**src/rtl/clipper_window_ctrl.sv**
```systemverilog
// rtl/clipper_window_ctrl.sv - clipper window sequencer with frame-boundary commit of window coefficients
//
// Purpose: owns the clipper window path enable and the top/left/width/height
// coefficients. Window requests arrive over a valid/ready port, are validated,
// held in a shadow copy and committed only at a frame boundary (active vsync
// edge), so a frame never mixes two windows. While the path is idle a request
// commits on the cycle after it is accepted.
//
// Optional feature: define WIN_CTRL_CLAMP_EN to clamp windows that overhang the
// right/bottom frame edge instead of rejecting them.
//
// Ports:
//   pclk        in   1   pixel clock, rising edge
//   prst        in   1   synchronous reset, active-high
//   run         in   1   1 = path running, 0 = stop at next frame boundary
//   cfg_valid   in   1   window request valid
//   cfg_ready   out  1   request accepted when cfg_valid & cfg_ready
//   cfg_top     in   12  requested top
//   cfg_left    in   12  requested left
//   cfg_width   in   12  requested width
//   cfg_height  in   12  requested height
//   vs_in       in   1   vsync returned from the window path
//   win_enable  out  1   enable to the window path
//   top/left    out  12  committed coefficients
//   width/height out 12  committed coefficients
//   pending     out  1   shadow holds an uncommitted request
//   cfg_err     out  1   one-cycle pulse: request rejected
//   frame_cnt   out  16  frames since win_enable rose, wrapping

module clipper_window_ctrl #(
    parameter int HACT   = 1920,
    parameter int VACT   = 1080,
    parameter bit VS_POL = 1'b1
) (
    input  logic        pclk,
    input  logic        prst,
    input  logic        run,
    input  logic        cfg_valid,
    output logic        cfg_ready,
    input  logic [11:0] cfg_top,
    input  logic [11:0] cfg_left,
    input  logic [11:0] cfg_width,
    input  logic [11:0] cfg_height,
    input  logic        vs_in,
    output logic        win_enable,
    output logic [11:0] top,
    output logic [11:0] left,
    output logic [11:0] width,
    output logic [11:0] height,
    output logic        pending,
    output logic        cfg_err,
    output logic [15:0] frame_cnt
);

    localparam logic [1:0] ST_IDLE  = 2'd0;
    localparam logic [1:0] ST_START = 2'd1;
    localparam logic [1:0] ST_RUN   = 2'd2;
    localparam logic [1:0] ST_STOP  = 2'd3;

    localparam logic [12:0] HACT_X = 13'(HACT);
    localparam logic [12:0] VACT_X = 13'(VACT);

    logic [1:0]  state;
    logic        vs_q;
    logic        vs_act;
    logic        vs_q_act;
    logic        bnd;

    logic [11:0] sh_top;
    logic [11:0] sh_left;
    logic [11:0] sh_width;
    logic [11:0] sh_height;

    logic        accept;
    logic        req_bad;
    logic        zero_bad;
    logic        origin_bad;
    logic        h_ovf;
    logic        v_ovf;
    logic [12:0] right_x;
    logic [12:0] bottom_x;
    logic [11:0] width_fix;
    logic [11:0] height_fix;
    logic        do_commit;

    // Boundary is the inactive->active transition of vsync; the previous
    // sample lives in vs_q, so bnd is high for exactly one cycle per frame.
    assign vs_act   = (vs_in == VS_POL);
    assign vs_q_act = (vs_q == VS_POL);
    assign bnd      = vs_act & ~vs_q_act;

    assign cfg_ready  = ~pending;
    assign accept     = cfg_valid & cfg_ready;
    assign win_enable = (state != ST_IDLE);

    // 13-bit sums so a 12-bit origin plus a 12-bit size cannot wrap.
    assign right_x    = {1'b0, cfg_left} + {1'b0, cfg_width};
    assign bottom_x   = {1'b0, cfg_top} + {1'b0, cfg_height};
    assign zero_bad   = (cfg_width == 12'd0) | (cfg_height == 12'd0);
    assign origin_bad = ({1'b0, cfg_left} >= HACT_X) | ({1'b0, cfg_top} >= VACT_X);
    assign h_ovf      = (right_x > HACT_X);
    assign v_ovf      = (bottom_x > VACT_X);

`ifdef WIN_CTRL_CLAMP_EN
    logic [12:0] width_clip;
    logic [12:0] height_clip;

    // Origin is known to be inside the frame whenever the clip is used,
    // so these differences are positive and fit in 12 bits.
    assign width_clip  = HACT_X - {1'b0, cfg_left};
    assign height_clip = VACT_X - {1'b0, cfg_top};
    assign req_bad     = zero_bad | origin_bad;
    assign width_fix   = h_ovf ? width_clip[11:0] : cfg_width;
    assign height_fix  = v_ovf ? height_clip[11:0] : cfg_height;
`else
    assign req_bad     = zero_bad | origin_bad | h_ovf | v_ovf;
    assign width_fix   = cfg_width;
    assign height_fix  = cfg_height;
`endif

    // Idle commits immediately; otherwise only on a boundary. A START that is
    // abandoned by run=0 leaves the shadow pending for the idle commit.
    assign do_commit = pending &
                       ((state == ST_IDLE) |
                        (bnd & ~((state == ST_START) & ~run)));

    always_ff @(posedge pclk) begin
        vs_q <= vs_in;
        if (prst) begin
            state     <= ST_IDLE;
            top       <= 12'd0;
            left      <= 12'd0;
            width     <= 12'(HACT);
            height    <= 12'(VACT);
            sh_top    <= 12'd0;
            sh_left   <= 12'd0;
            sh_width  <= 12'd0;
            sh_height <= 12'd0;
            pending   <= 1'b0;
            cfg_err   <= 1'b0;
            frame_cnt <= 16'd0;
        end else begin
            cfg_err <= 1'b0;

            // accept implies !pending, so this never races with do_commit.
            if (accept) begin
                if (req_bad) begin
                    cfg_err <= 1'b1;
                end else begin
                    sh_top    <= cfg_top;
                    sh_left   <= cfg_left;
                    sh_width  <= width_fix;
                    sh_height <= height_fix;
                    pending   <= 1'b1;
                end
            end

            if (do_commit) begin
                top     <= sh_top;
                left    <= sh_left;
                width   <= sh_width;
                height  <= sh_height;
                pending <= 1'b0;
            end

            case (state)
                ST_IDLE: begin
                    if (run) begin
                        state     <= ST_START;
                        frame_cnt <= 16'd0;
                    end
                end
                ST_START: begin
                    if (!run) begin
                        state <= ST_IDLE;
                    end else if (bnd) begin
                        state <= ST_RUN;
                    end
                end
                ST_RUN: begin
                    if (bnd) begin
                        frame_cnt <= frame_cnt + 16'd1;
                    end
                    if (!run) begin
                        state <= ST_STOP;
                    end
                end
                default: begin
                    if (bnd) begin
                        state <= ST_IDLE;
                    end
                end
            endcase
        end
    end

endmodule
```
**config.mk**
```make
export PLATFORM = sky130hd
export DESIGN_NAME = clipper_window_ctrl
export DESIGN_NICKNAME = d
export VERILOG_FILES = /design/src/rtl/clipper_window_ctrl.sv
export SDC_FILE = /design/constraint.sdc
export NUM_CORES = 1
export LEC_CHECK = 0
export CORE_MARGIN = 5
export CORE_UTILIZATION = 50
export CTS_BUF_LIST = sky130_fd_sc_hd__clkbuf_16
export DETAILED_ROUTE_END_ITERATION = 7
export PLACE_DENSITY = 0.88
export SYNTH_ARGS = -nofsm -noshare
export SYNTH_HDL_FRONTEND = slang
export SYNTH_SLANG_ARGS = --single-unit
```
**constraint.sdc**
```tcl
create_clock -name pclk -period 5.15 [get_ports pclk]
set_input_delay 0.515 -clock pclk [delete_from_list [all_inputs] [get_ports pclk]]
set_output_delay 0.515 -clock pclk [all_outputs]
set_load 0.05 [all_outputs]
```
==> results.sh <==
export IMPL_port_buffer_count=120
export IMPL_post_dp_hpwl_mm=10.8
export IMPL_synthFlopType="dfxtp_1"
export IMPL_yosysTopAreaCellShare=0.407
export IMPL_viasPerCell=5.53
export IMPL_die_w_microns=117
export IMPL_core_sq_um=11300
export IMPL_grt_pass1_vias=4950
export IMPL_vias=5380
export IMPL_path_buf_inv=2
export IMPL_final_hold_viol_count=0
export IMPL_detail_route_antenna_nets=0
export IMPL_relSlewSlack=0.265
export IMPL_grt_pass1_wl_mm=24.0
export IMPL_layout_drive_gt1_share=0.0519
export IMPL_skew_ns=0.00573
export IMPL_fmax_mhz=286
export IMPL_ys_warn_count=0
export IMPL_drtIter0Drc=390
export IMPL_synth_common_cells="nand2_1 (210), dfxtp_1 (117), a21oi_1 (60)"
export IMPL_dieHeight_microns=117
export IMPL_max_cap_viol_count=0
export IMPL_place_congestion=0.925
export IMPL_cts_num_sinks=117
export IMPL_finalNetCount=899
export IMPL_htree_levels=4
export IMPL_antenna_found_initial=0
export IMPL_dr_pass1_iters=4
export IMPL_dp_slack_ns=1.28
export IMPL_post_cts_buffers=0
export IMPL_tightest_slew_ns=1.10
export IMPL_syn_to_final_growth_pct=31.2
export IMPL_hold_buffers=0
export IMPL_critPathKind="primary input to register"
export IMPL_critPathSlowestCell="clkdlybuf4s50_1"
export IMPL_critical_path_max_stage_delay_ns=0.44
export IMPL_outcome="finished clean"
export IMPL_syn_area_per_cell_sq_um=8.15
export IMPL_synth_edf_count=0
export IMPL_drc=0
export IMPL_synth_async_reset_ratio=0
export IMPL_synth_seq_cells=117
export IMPL_cp_start_kind="primary input"
export IMPL_synthTopCellsByArea="dfxtp_1 (41%), nand2_1 (14%), mux2i_1 (8.2%), ha_1 (6.1%), a21oi_1 (5.2%)"
export IMPL_cp_arrival_ns=3.82
export IMPL_cts_tree="built"
export IMPL_start_util=0.508
export IMPL_cts_resized=0
export IMPL_grt_usage=0.222
export IMPL_wl_per_cell_microns=15.5
export IMPL_rows=39
export IMPL_fin_tns_setup_ns=0
export IMPL_ir_drop_v=0.000220
export IMPL_reg2reg_slack_ns=2.31
export IMPL_required_ns=5.47
export IMPL_rsz0062_at_grt="false"
export IMPL_cts_root_buf="clkbuf_16"
export IMPL_final_max_slew_viol_count=0
export IMPL_hold_path_class="register to register"
export IMPL_netlist_area_sq_um=5750
export IMPL_clk_path_buf_depth=2
export IMPL_setup_ws_ns=1.65
export IMPL_dieArea_sq_um=13700
export IMPL_clk_pin_slew_ns=0.05
export IMPL_ys_seq_area_frac=0.407
export IMPL_synth_distinct_cells=58
export IMPL_finish_utilization=0.666
export IMPL_grt_max_degree=52
export IMPL_critPathTopFamily="compound AO/OA/AOI/OAI gates"
export IMPL_final_period_utilization=0.679
export IMPL_fin_crit_ns=3.50
export IMPL_clk_latency_ns=0.40
export IMPL_yosysTopAreaCell="dfxtp_1"
export IMPL_powerDensity_nw_per_um2=306
export IMPL_worstPathMaxFanout=49
export IMPL_postSynthCellCount=705
export IMPL_cp_cell_sequence="clkdlybuf4s50_1, ha_1, fa_1, a21o_1, a211oi_2, o21ai_1, a21bo_1, a311o_1, a2111oi_4, buf_12, mux2i_1"
export IMPL_yosysMostFrequentCell="nand2_1"
export IMPL_setup_viol=0
export IMPL_p_leak_nw=2.75
export IMPL_n_antenna_cell=0
export IMPL_crit_path_end_kind="register"
export IMPL_finalWirelength_mm=15.1
export IMPL_syn_num_nets=788
export IMPL_overflow=0
export IMPL_io_pins=121
export IMPL_numCtsBuffers=17
## state kept, by name, summed over array words and instances, names as in the netlist, 12 cells and up
register / flops
frame_cnt: 16
height: 12
left: 12
sh_height: 12
sh_left: 12
sh_top: 12
sh_width: 12
top: 12
width: 12
## cell families (layout without fill, tap and decap cells)
logic type | after synthesis | count (layout) | synth area share
and+or+nand+nor | 323 | 323 | 0.244
AOI/OAI and AO/OA | 125 | 125 | 0.139
DFF | 117 | 117 | 0.407
muxes | 47 | 47 | 0.0818
buffers and inverters | 47 | 171 | 0.0348
adders and majority gates | 30 | 30 | 0.0679
xor gates and xnor gates | 16 | 16 | 0.0244
## power breakdown
part	internal, mW	leakage, nW	switching [mW]
logic	0.154	1.55	0.231
registers	0.919	0.943	0.0135
clock network	0.595	0.253	0.392
## metal layers
layer | vias up | routed length (microns) | GRT usage | share of wire
met5 | - | 0 | 0 | 0
li1 | 2671 | - | - | -
met4 | 0 | 243 | 0.0604 | 0.016
met1 | 2484 | 6780 | 0.308 | 0.45
met3 | 25 | 1130 | 0.0586 | 0.075
met2 | 200 | 6950 | 0.344 | 0.46
## metrics by stage
stage / total power [mW] / area [sq um] / std cells / hold slack, ns
2_1_floorplan: 1.20 / 5750 / 705 / 0.427
3_3_place_gp: 1.32 / 7040 / 940 / 0.438
3_5_place_dp: 1.33 / 7040 / 940 / 0.444
4_1_cts: 2.31 / 7540 / 972 / 0.452
6_report: 2.30 / 7540 / 972 / 0.449
5_1_grt: 2.40 / 7540 / 972 / 0.469
## cell usage in the layout, fill, tap and decap left out, drive strengths merged, types with 2 or more instances in the layout
master           n
or2              2
o21a             2
o211ai           2
nor3            10
nand3b           2
o31ai            3
clkbuf          17
o2111ai          3
a211o            5
clkinv          12
a221oi           2
and3             7
xnor2            7
xor2             9
clkinvlp         2
a21oi           61
clkdlybuf4s50  119
a211oi           6
nor3b            2
inv             15
a31oi            4
and2             5
and4             2
or3              5
nor4             8
o21ai           17
nand2          210
nand3           23
a2111oi          3
nand2b           3
a21o             6
buf              6
dfxtp          117
nor2            31
mux2i           47
ha              28
fa               2
nand4            9
o22ai            2
## tightest hold or removal path: cells and delay by family, from the launching register on
family / cells / cell delay (ns)
compound gates: 1 / 0.05
simple gates: 1 / 0.05
flops: 1 / 0.30
## final timing paths
path | cells after the start | end | start
max | 11 | sh_height[4] | cfg_top[0]
min reg2reg | 2 | height[1] | sh_height[1]
min | 2 | height[1] | sh_height[1]
max reg2reg | 8 | frame_cnt[9] | state[0]
## final cells by class
| class | instances | area (sq um) |
|---|---|---|
| inverter | 14 | 52.6 |
| multi-input combinational | 541 | 3220 |
| clock buffer | 17 | 425 |
| tap | 143 | 179 |
| clock inverter | 15 | 73.8 |
| fill | 923 | 3780 |
| timing repair buffer | 125 | 1250 |
| sequential | 117 | 2340 |
(Power assumes the default switching activity.)
